===== src/rtl/afe_pkg.sv =====
// Shared definitions for the AFE transmit scheduler.
//   FRAME_W    : width of one UART frame (two 24-bit sign-extended samples)
//   SAMPLE_W   : width of each raw AFE sample input
//   ch_e       : channel id encoding used on tx_ch (A = 0, B = 1)
//   tx_state_e : scheduler FSM states
//   pack_frame : builds a frame from the low 22 bits of led2/led1
package afe_pkg;

  localparam int unsigned FRAME_W  = 48;
  localparam int unsigned SAMPLE_W = 24;
  localparam int unsigned FIELD_W  = 22;

  typedef enum logic {
    ChA = 1'b0,
    ChB = 1'b1
  } ch_e;

  typedef enum logic [1:0] {
    StIdle = 2'd0,
    StSend = 2'd1,
    StGap  = 2'd2
  } tx_state_e;

  // Bit 21 is the effective sign; it is replicated into the top three bits of each field.
  function automatic logic [FRAME_W-1:0] pack_frame(input logic [FIELD_W-1:0] led2,
                                                    input logic [FIELD_W-1:0] led1);
    return {{3{led2[21]}}, led2[20:0], {3{led1[21]}}, led1[20:0]};
  endfunction

endpackage


===== src/rtl/afe_frame_buf.sv =====
// One-entry holding buffer for a single AFE channel.
// Ports:
//   clk, rst_n   : clock and synchronous active-low reset
//   en           : (parameter EN) channel enable; when 0 captures are ignored
//   capture      : one-cycle sample-valid pulse from the AFE
//   led2, led1   : low 22 bits of the two ambient-corrected samples
//   grant        : scheduler takes the buffered frame this cycle
//   ovr_clr      : clears the sticky overrun flag
//   frame        : buffered 48-bit frame
//   valid        : buffer holds an unsent frame
//   ovr          : sticky overrun flag (a valid frame was overwritten)
module afe_frame_buf
  import afe_pkg::*;
#(
  parameter bit EN = 1'b1
) (
  input  logic               clk,
  input  logic               rst_n,
  input  logic               capture,
  input  logic [FIELD_W-1:0] led2,
  input  logic [FIELD_W-1:0] led1,
  input  logic               grant,
  input  logic               ovr_clr,
  output logic [FRAME_W-1:0] frame,
  output logic               valid,
  output logic               ovr
);

  logic [FRAME_W-1:0] frame_d, frame_q;
  logic               valid_d, valid_q;
  logic               ovr_d, ovr_q;
  logic               cap;
  logic               ovr_set;

  assign cap = capture & EN;

  always_comb begin
    frame_d = frame_q;
    valid_d = valid_q;
    ovr_set = 1'b0;
    if (cap) begin
      frame_d = pack_frame(led2, led1);
      valid_d = 1'b1;
      // A frame being granted this cycle is not lost, so only an untaken one overruns.
      ovr_set = valid_q & ~grant;
    end else if (grant) begin
      valid_d = 1'b0;
    end
    // A new overrun wins over a clear in the same cycle.
    ovr_d = (ovr_q & ~ovr_clr) | ovr_set;
  end

  always_ff @(posedge clk) begin
    if (!rst_n) begin
      frame_q <= '0;
      valid_q <= 1'b0;
      ovr_q   <= 1'b0;
    end else begin
      frame_q <= frame_d;
      valid_q <= valid_d;
      ovr_q   <= ovr_d;
    end
  end

  assign frame = frame_q;
  assign valid = valid_q;
  assign ovr   = ovr_q;

endmodule


===== src/rtl/afe_tx_sched.sv =====
// Schedules AFE sample frames from two channels onto a single UART.
// Each channel has a one-entry buffer; a round-robin arbiter picks a frame, holds it on
// tx_data/tx_ch with dataReady high until uart_rdover or a timeout, then idles one cycle.
// Ports:
//   clk, rst_n                   : clock and synchronous active-low reset
//   afe_rdover_a/b               : per-channel sample-valid pulses
//   led2_a/led1_a, led2_b/led1_b : 24-bit samples (bits [23:22] discarded)
//   uart_rdover                  : UART finished the current frame
//   ovr_clr                      : clears ovr_a, ovr_b and tx_tout
//   dataReady                    : frame request to the UART
//   tx_data, tx_ch               : frame and its source channel (0 = A, 1 = B)
//   ovr_a, ovr_b, tx_tout        : sticky overrun and timeout flags
module afe_tx_sched
  import afe_pkg::*;
#(
  parameter bit          CH_B_EN    = 1'b1,
  parameter int unsigned TX_TIMEOUT = 4095
) (
  input  logic                clk,
  input  logic                rst_n,
  input  logic                afe_rdover_a,
  input  logic [SAMPLE_W-1:0] led2_a,
  input  logic [SAMPLE_W-1:0] led1_a,
  input  logic                afe_rdover_b,
  input  logic [SAMPLE_W-1:0] led2_b,
  input  logic [SAMPLE_W-1:0] led1_b,
  input  logic                uart_rdover,
  input  logic                ovr_clr,
  output logic                dataReady,
  output logic [FRAME_W-1:0]  tx_data,
  output logic                tx_ch,
  output logic                ovr_a,
  output logic                ovr_b,
  output logic                tx_tout
);

  localparam int unsigned CNT_W = $clog2(TX_TIMEOUT + 1);
  localparam logic [CNT_W-1:0] CNT_LAST = CNT_W'(TX_TIMEOUT - 1);

  tx_state_e          state_d, state_q;
  logic [FRAME_W-1:0] tx_data_d, tx_data_q;
  ch_e                tx_ch_d, tx_ch_q;
  ch_e                last_d, last_q;
  logic [CNT_W-1:0]   cnt_d, cnt_q;
  logic               tout_d, tout_q;
  logic               tout_set;

  logic               grant_a, grant_b;
  logic               valid_a, valid_b;
  logic [FRAME_W-1:0] frame_a, frame_b;

  logic unused_msbs;
  assign unused_msbs = ^{led2_a[23:22], led1_a[23:22], led2_b[23:22], led1_b[23:22]};

  afe_frame_buf #(
    .EN(1'b1)
  ) u_buf_a (
    .clk     (clk),
    .rst_n   (rst_n),
    .capture (afe_rdover_a),
    .led2    (led2_a[FIELD_W-1:0]),
    .led1    (led1_a[FIELD_W-1:0]),
    .grant   (grant_a),
    .ovr_clr (ovr_clr),
    .frame   (frame_a),
    .valid   (valid_a),
    .ovr     (ovr_a)
  );

  afe_frame_buf #(
    .EN(CH_B_EN)
  ) u_buf_b (
    .clk     (clk),
    .rst_n   (rst_n),
    .capture (afe_rdover_b),
    .led2    (led2_b[FIELD_W-1:0]),
    .led1    (led1_b[FIELD_W-1:0]),
    .grant   (grant_b),
    .ovr_clr (ovr_clr),
    .frame   (frame_b),
    .valid   (valid_b),
    .ovr     (ovr_b)
  );

  always_comb begin
    state_d   = state_q;
    tx_data_d = tx_data_q;
    tx_ch_d   = tx_ch_q;
    last_d    = last_q;
    cnt_d     = cnt_q;
    grant_a   = 1'b0;
    grant_b   = 1'b0;
    tout_set  = 1'b0;

    unique case (state_q)
      StIdle: begin
        if (valid_a || valid_b) begin
          // A wins if it is alone, or if both wait and B was served last.
          if (valid_a && (!valid_b || last_q == ChB)) begin
            grant_a   = 1'b1;
            tx_data_d = frame_a;
            tx_ch_d   = ChA;
            last_d    = ChA;
          end else begin
            grant_b   = 1'b1;
            tx_data_d = frame_b;
            tx_ch_d   = ChB;
            last_d    = ChB;
          end
          cnt_d   = '0;
          state_d = StSend;
        end
      end
      StSend: begin
        if (uart_rdover) begin
          cnt_d   = '0;
          state_d = StGap;
        end else if (cnt_q == CNT_LAST) begin
          // TX_TIMEOUT send cycles elapsed without an acknowledge: drop the frame.
          cnt_d    = '0;
          tout_set = 1'b1;
          state_d  = StGap;
        end else begin
          cnt_d = cnt_q + CNT_W'(1);
        end
      end
      StGap: begin
        state_d = StIdle;
      end
      default: begin
        state_d = StIdle;
      end
    endcase

    tout_d = (tout_q & ~ovr_clr) | tout_set;
  end

  always_ff @(posedge clk) begin
    if (!rst_n) begin
      state_q   <= StIdle;
      tx_data_q <= '0;
      tx_ch_q   <= ChA;
      last_q    <= ChB;
      cnt_q     <= '0;
      tout_q    <= 1'b0;
    end else begin
      state_q   <= state_d;
      tx_data_q <= tx_data_d;
      tx_ch_q   <= tx_ch_d;
      last_q    <= last_d;
      cnt_q     <= cnt_d;
      tout_q    <= tout_d;
    end
  end

  assign dataReady = (state_q == StSend);
  assign tx_data   = tx_data_q;
  assign tx_ch     = tx_ch_q;
  assign tx_tout   = tout_q;

endmodule

===== config.mk =====
export PLATFORM = sky130hd
export DESIGN_NAME = afe_tx_sched
export DESIGN_NICKNAME = d
export VERILOG_FILES = /design/src/rtl/afe_pkg.sv /design/src/rtl/afe_frame_buf.sv /design/src/rtl/afe_tx_sched.sv
export SDC_FILE = /design/constraint.sdc
export NUM_CORES = 1
export LEC_CHECK = 0
export CAP_MARGIN = 30
export CORE_ASPECT_RATIO = 1.2
export CORE_MARGIN = 2
export CORE_UTILIZATION = 41
export CTS_CLUSTER_DIAMETER = 200
export DETAILED_ROUTE_END_ITERATION = 10
export PLACE_DENSITY = 0.77
export SLEW_MARGIN = 20
export SYNTH_ARGS = -nofsm -noshare
export SYNTH_HDL_FRONTEND = slang
export SYNTH_SLANG_ARGS = --single-unit

===== constraint.sdc =====
create_clock -name clk -period 2 [get_ports clk]
set_clock_uncertainty 0.1 [all_clocks]
set_input_delay 0.4 -clock clk [delete_from_list [all_inputs] [get_ports clk]]
set_output_delay 0.4 -clock clk [all_outputs]
set_load 0.02 [all_outputs]

Word level (Yosys, flattened, before mapping)
Index checks and enable logic that the tools add are counted.
{ "classes": {"n_eq_ne": 4, "bitwise": 11, "n_reduce_logical": 11, "addsub": 1, "n_mux": 24} }
{ "ops": {"columns": ["op", "n"], "rows": [
  ["$mux 48", 1],
  ["$mux 12", 3],
  ["$pmux 12 s2", 1],
  ["$mux 1", 15],
  ["$add 12x1->12 const B", 1],
  ["$eq 12x12->1 const B", 1],
  ["$mux 2", 3],
  ["$reduce_and 2->1", 3],
  ["$reduce_bool 2->1", 3],
  ["$and 1x1->1", 5],
  ["$pmux 2 s2", 1],
  ["$ne 3x2->1 const B", 1],
  ["$not 1->1", 3],
  ["$or 1x1->1", 3],
  ["$eq 2x1->1 const B", 1],
  ["$logic_not 2->1", 1],
  ["$logic_or 1x1->1", 2],
  ["$ne 2x2->1 const B", 1],
  ["$logic_and 1x1->1", 1],
  ["$logic_not 1->1", 1]
]} }
{ "totals": {"regBits": 161, "word_cells": 63, "in_bits": 102, "out_inout_bits": 53} }

Depth between registers and ports, before layout
Gate-level depths: netlist of the first run.
{ "depth": {"word_depth": 10, "depth_mapped": 7, "ltp_nobuf": 6} }

Modules after synthesis
From an unflattened synthesis of the first run, not the netlist that was laid out.
{ "hier_totals": {"hier_cells": 622, "hier_area_um2": 6528.8} }
{ "modules_own_cells": {"columns": ["module", "area_per_inst_um2", "instances", "seq_area_each_um2", "cells_each"], "rows": [
  ["afe_frame_buf", 1809.2, 2, 920.9, 153],
  ["afe_tx_sched", 2910.3, 1, 1301.2, 316]
]} }

Least setup slack after synthesis of the first run
No wires, ideal clock.
{ "synth_timing": {"kind": "reg2reg", "start": "register u_buf_a.valid_q, in the netlist u_buf_a.valid", "end": "register cnt_q[11]", "setup_ns": 0.080, "t_arrival_ns": 1.512, "path_stages_with_launch": 6, "path_slack_ns": 0.309, "required_ns": 1.820, "n_path_buf": 1, "period_less_slack_ns": 1.691, "path_cell_list": "dfxtp_1 -> buf_2 -> nor3_2 -> or3_4 -> or4_1 -> a211oi_2"} }
{ "synth_between": {"elab_chain_len": 3} }
{ "synth_lines": {"columns": ["element", "line", "rtl"], "rows": [
  ["start, declared", "afe_frame_buf.sv:30", "logic valid_d, valid_q;"],
  ["start signal, assigned", "afe_frame_buf.sv:60", "valid_q <= valid_d;"],
  ["$logic_or 1x1->1", "afe_tx_sched.sv:97", "if (valid_a || valid_b) begin"],
  ["$ne 2x2->1 (no source line)", null, null],
  ["$reduce_and 2->1 (no source line)", null, null],
  ["end signal, assigned", "afe_tx_sched.sv:151", "cnt_q <= cnt_d;"],
  ["end, declared", "afe_tx_sched.sv:44", "logic [CNT_W-1:0] cnt_d, cnt_q;"]
]} }
No other way between the ends.
A chain may end at the register's enable or synchronous reset.

==> results of run 1 <==
layout make-up:
class / count / area [um2] / area share, %
multi-input cells: 432 / 2620 / 32.2
well taps: 175 / 219 / 2.70
diodes: 1 / 2.50 / 0.0308
inverters: 6 / 25.0 / 0.308
clock buffers: 23 / 488 / 6.01
flip-flops and latches: 153 / 3060 / 37.7
repair buffers: 158 / 1640 / 20.2
clock inverters: 7 / 68.8 / 0.847
where the power goes:
part,switching [mW],leakage [nW],internal (mW)
Sequential,0.127,1.26,3.29
Combinational,0.664,1.66,0.648
Clock,1.19,0.271,1.82
Total,1.98,3.19,5.76
layer usage:
metal / track usage [%] / wire [um]
met4: 6.50 / 189
met5: 0 / 0
met1: 23.2 / 6260
met2: 30.2 / 6720
met3: 6.00 / 759
cell usage in the layout, fill, tap and decap left out, drive strengths merged, types with 3 or more instances in the layout:
cell,instances
dfxtp,153
clkdlybuf4s50,143
nor2,140
buf,14
clkinv,4
a311oi,44
inv,6
mux2i,88
nand2,95
o21ai,4
a211oi,3
nand4,3
clkbuf,23
xnor2,8
a21oi,5
nor3,13
through the flow:
stage / instance area (um2) / hold slack (ps)
6_report: 8120 / 370
5_1_grt: 8120 / 395
4_1_cts: 8120 / 369
3_5_place_dp: 7570 / 361
3_3_place_gp: 7570 / 360
2_1_floorplan: 5920 / 350
state kept, by name, indices dropped and copies added (netlist names), 2 cells and up:
name	flops
cnt_q	12
state_q	2
tx_data	44
u_buf_a.frame	44
u_buf_b.frame	44
kinds of logic after synthesis:
logic type / after synthesis / synth area share [%]
compound gates: 64 / 8.90
buf+inv: 57 / 4.17
fa+ha+maj: 2 / 0.423
mux: 88 / 14.9
xor+xnor: 8 / 1.18
simple gates: 270 / 18.7
flops: 153 / 51.8
path summary, 6_finish.rpt:
check | end | slack [ps] | startpoint | depth (start not counted)
worst max register to register | cnt_q[7]$_SDFFE_PN0P_ | 200 | cnt_q[4]$_SDFFE_PN0P_ | 5
worst min register to register | u_buf_b.ovr$_SDFF_PN0_ | 370 | u_buf_b.ovr$_SDFF_PN0_ | 2
worst min-delay path | u_buf_b.ovr$_SDFF_PN0_ | 370 | u_buf_b.ovr$_SDFF_PN0_ | 2
worst max-delay path | tx_data[22] | 70 | tx_data[23]$_SDFFE_PN0P_ | 1
==> out/metrics.cfg, run 1 <==
[timing]
rsz0062_at_grt=no
relSlewSlack_pct=63.3
finalSetupViolCount=0
post-route-period-util_pct=96.4
hold_viol=0
drv_slew=0
max_freq_mhz=518
tightest_slew_ps=548
tns_ps=0
period_needed_ps=1930
worst_slack_ps=71.1

[routing]
wire_per_inst_um=14.6
routed_via_density=5.01
vias=4789
wirelength_um=13900
drt_first_pass_iters=5
antenna_left=0
drc=0
drt_iter0_markers=233

[clocking]
cts-root-buf=clkbuf_16
numCtsBuffers=17
cts.hold.buffers_added=0
path_clk_slew_ps=60
cts_max_level=4
post_cts_buffers=0
cts_resized=1
cts_buffer_depth=2
cts_tree=yes
clock-sinks=153
clock_latency_ps=420

[min_path]
hold_class=flop to flop

[status]
outcome=finished clean

[global_routing]
grt_pass1_wl_um=22600
grt_usage_pct=18.6
grt_pass1_vias=4604
antenna_found_initial=1
grt_max_degree=61
grt_overflow=0

[logic_synthesis]
yosysTopAreaCell=dfxtp_1
synth_top_area_share_pct=51.8
ys_dominant_reg_cell=dfxtp_1
synth_enable_flop_cells=0
ys_seq_area_share_pct=51.8
ys_seq_elements=153
ys_top_cells_by_area=dfxtp_1, mux2i_1, nor2_1
synthTopCellsByCount=dfxtp_1, nor2_1, nand2_1
synthesis.area_mm2=0.00592
syn_inst=642
async_reset_ff_share_pct=0
synth_most_common_cell=dfxtp_1
synth_cell_types=44
synth.avg_cell_area_um2=9.21
synth_nets=746
yosys_warnings=0

[layout]
n_fill_cell=1243
final_nets=872
area_delta_synth_final_pct=37.3
drive_gt1_share_pct=6.68
utilization_pct=57.1
instances_no_fill=955

[worst_setup_path]
cpLargestDelayFamily=buffers and inverters
cp_data_required_time_ps=1500
end_kind=primary output
cpPeakStageDelay_ps=630
cp.arrival_ps=1430
crit_buf_inv=1
path_max_fanout=4
path_cells=clkdlybuf4s50_1
crit_type=flop to primary output
start_kind=flop
crit_slowest_cell=clkdlybuf4s50_1

[job]
drv_cap=0

[floorplan]
start_util_pct=41.6
io_pins=155
rows=48
die_h_um=136
die_w_um=114
die_area_mm2=0.0154
fp.coreArea_mm2=0.0142

[pwr]
leakage_nw=3.19
total_power_mw=7.74
powerDensity_mw_per_mm2=953
ir_drop_v=0.000540

[placement]
dpl.hpwl_um=8730
dp.cells=924
place_ws_ps=177
portBuffers=146
gp_congestion=0.764

Note: power is estimated with default switching activity, not from simulation.
==> inputs of run 2 (changes only) <==
CTS_CLUSTER_DIAMETER = 30   (was 200)
PLACE_DENSITY = 0.76   (was 0.77)
SYNTH_HIERARCHICAL = 1   (was unset)
==> run 2 against run 1 <==
Utilization fell by 1.2 points. Sequential share of layout area fell by 1.6 points. Critical path type unchanged. Highest routed layer is now met5. Clock-buffer cell count fell by 4.
==> out/metrics.cfg, run 2 <==
[clocking]
clock-sinks=157  ; +2.6%
clock_latency_ps=410  ; about the same
cts_buffer_depth=2  ; unchanged
path_clk_slew_ps=60  ; about the same
cts_tree=yes
post_cts_buffers=0  ; unchanged
cts.hold.buffers_added=0  ; unchanged
cts_max_level=4  ; unchanged
numCtsBuffers=17  ; unchanged
cts-root-buf=clkbuf_16

[placement]
portBuffers=146  ; unchanged
gp_congestion=0.817  ; +7.0%
dp.cells=938  ; +1.5%
dpl.hpwl_um=10400  ; +19%
place_ws_ps=-33.2  ; -210 ps

[worst_setup_path]
cpLargestDelayFamily=buffers and inverters
crit_slowest_cell=clkdlybuf4s50_1
reg2reg_depth=4  ; -1
path_max_fanout=2  ; -2
cpPeakStageDelay_ps=630  ; about the same
cp_data_required_time_ps=1500  ; about the same
path_cells=clkdlybuf4s50_1
cp-startpoint=tx_data[13]$_SDFFE_PN0P_
critPathCapture=tx_data[13]
start_kind=flop
reg2reg_setup_slack_ps=120  ; -80 ps
end_kind=primary output
crit_type=flop to primary output
crit_buf_inv=1  ; unchanged
crit_cells=1  ; unchanged
worstReg2RegEnd=cnt_q[7]$_SDFFE_PN0P_
r2r_start=cnt_q[8]$_SDFFE_PN0P_
cp.arrival_ps=1390  ; -40 ps

[logic_synthesis]
synth.avg_cell_area_um2=10.5  ; +14%
synth_nets=726  ; -2.7%
synthTopCellsByCount=dfxtp_1, mux2i_1, nor2b_1
synth_most_common_cell=dfxtp_1
synth_cell_types=39  ; -11%
synth_enable_flop_cells=0  ; unchanged
syn_inst=622  ; -3.1%
yosys_warnings=6  ; +6
yosysTopAreaCell=dfxtp_1
synth_top_area_share_pct=48.1  ; -3.6 points
ys_seq_elements=157  ; +2.6%
ys_seq_area_share_pct=48.1  ; -3.6 points
ys_top_cells_by_area=dfxtp_1, mux2i_1, nor2b_1
async_reset_ff_share_pct=0  ; unchanged
synthesis.area_mm2=0.00653  ; +10%
ys_dominant_reg_cell=dfxtp_1

[routing]
drt_iter0_markers=213  ; -8.6%
wirelength_um=15600  ; +12%
routed_via_density=5.00  ; -0.25%
wire_per_inst_um=16.1  ; +10%
vias=4852  ; +1.3%
antenna_left=0  ; unchanged
drt_first_pass_iters=4  ; -1
drc=0  ; unchanged

[min_path]
hold_class=flop to flop
min_path_cells=2  ; unchanged

[timing]
drv_slew=0  ; unchanged
hold-worst-slack_ps=372  ; +2.11 ps
max_freq_mhz=528  ; +1.9%
period_needed_ps=1890  ; -36.1 ps
worst_slack_ps=107  ; +36.1 ps
tightest_slew_ps=601  ; +53.0 ps
hold_viol=0  ; unchanged
post-route-period-util_pct=94.6  ; -1.8 points
finalSetupViolCount=0  ; unchanged
rsz0062_at_grt=no
relSlewSlack_pct=59.6  ; -3.6 points

[floorplan]
start_util_pct=41.9  ; +0.35 points
die_h_um=142  ; +4.9%
die_w_um=119  ; +4.9%
rows=50  ; +4.2%
io_pins=155  ; unchanged
die_area_mm2=0.0170  ; +10%
fp.coreArea_mm2=0.0156  ; +9.4%

[layout]
n_fill_cell=1316  ; +5.9%
instances_no_fill=970  ; +1.6%
drive_gt1_share_pct=7.74  ; +1.1 points
area_delta_synth_final_pct=33.4
layout_commonest_cell=dfxtp_1
diodes=0  ; -1
final_cell_mix=dfxtp_1, clkdlybuf4s50_1, mux2i_1, nor2b_1, nor2_1
largest_reg_flops=48
final_nets=853  ; -2.2%
utilization_pct=55.9  ; -1.2 points

[global_routing]
grt_pass1_wl_um=25000  ; +10%
grt_pass1_vias=4918  ; +6.8%
antenna_found_initial=2  ; +1
grt_usage_pct=18.7  ; +0.089 points
grt_overflow=0  ; unchanged
grt_max_degree=47  ; -23%

[pwr]
combinationalPowerShare_pct=16.1  ; -0.9 points
p_int_mw=6.35  ; +10%
p_clk_share_pct=42.3  ; +3.3 points
p_sw_mw=2.08  ; +5.0%
seq_power_share_pct=41.6  ; -2.5 points
ir_drop_v=0.000448  ; -17%
leakage_nw=3.55  ; +11%
powerDensity_mw_per_mm2=969  ; +1.7%
total_power_mw=8.44  ; +9.0%
switching_share_pct=24.7  ; -0.94 points

[job]
drv_cap=0  ; unchanged

[status]
outcome=finished clean

-- run 2: cell type report --
cell class | count | area (um2) | area share, %
flip-flops and latches | 157 | 3140 | 36.1
multi-input cells | 409 | 3010 | 34.6
repair buffers | 160 | 1610 | 18.5
clock buffers | 19 | 453 | 5.20
well taps | 208 | 260 | 2.99
clock inverters | 13 | 213 | 2.44
inverters | 4 | 15.0 | 0.172
-- run 2: how the worst min path moves through the flow --
stage,end,from,slack [ps]
6_report,u_buf_b/ovr$_SDFF_PN0_,u_buf_b/ovr$_SDFF_PN0_,370
5_1_grt,last_q$_SDFFE_PN1P_,rst_n,390
4_1_cts,last_q$_SDFFE_PN1P_,rst_n,370
3_5_place_dp,u_buf_b/ovr$_SDFF_PN0_,u_buf_b/ovr$_SDFF_PN0_,370
3_3_place_gp,u_buf_a/ovr$_SDFF_PN0_,u_buf_a/ovr$_SDFF_PN0_,360
2_1_floorplan,cnt_q[11]$_SDFFE_PN0P_,cnt_q[11]$_SDFFE_PN0P_,360
-- run 2: kinds of logic after synthesis --
| logic type | count (synthesis) | synth area share (%) |
|---|---|---|
| buf+inv | 56 | 6.06 |
| flops | 157 | 48.1 |
| compound gates | 73 | 7.90 |
| xor+xnor | 3 | 0.403 |
| simple gates | 194 | 16.1 |
| fa+ha+maj | 2 | 0.383 |
| mux | 137 | 21.0 |
-- run 2: stage by stage --
stage	area (um2)	setup TNS, ps
5_1_grt	8710	0
4_1_cts	8700	0
2_1_floorplan	6530	0
6_report	8710	0
3_5_place_dp	8040	-131
3_3_place_gp	8040	-7.55
-- run 2: what timing repair did --
action                                  CTS  global route
gates cloned                              0             0
endpoints found under the setup margin    1             2
resized for setup                         1             3
-- run 2: power groups by stage --
stage	Sequential [mW]	Combinational (mW)	Clock, mW
2_1_floorplan	3.69	0.657	0
3_3_place_gp	3.56	1.34	0
3_5_place_dp	3.57	1.37	0
4_1_cts	3.51	1.38	3.65
5_1_grt	3.53	1.46	3.80
6_report	3.51	1.36	3.57
-- run 2: routing by layer --
metal | vias to the layer above | track usage [%] | share of wire, %
li1 | 2408 | - | -
met4 | 4 | 7.21 | 1.7
met2 | 127 | 33.5 | 52
met3 | 22 | 4.89 | 4.4
met1 | 2291 | 21.2 | 42
met5 | - | 0 | 0.21
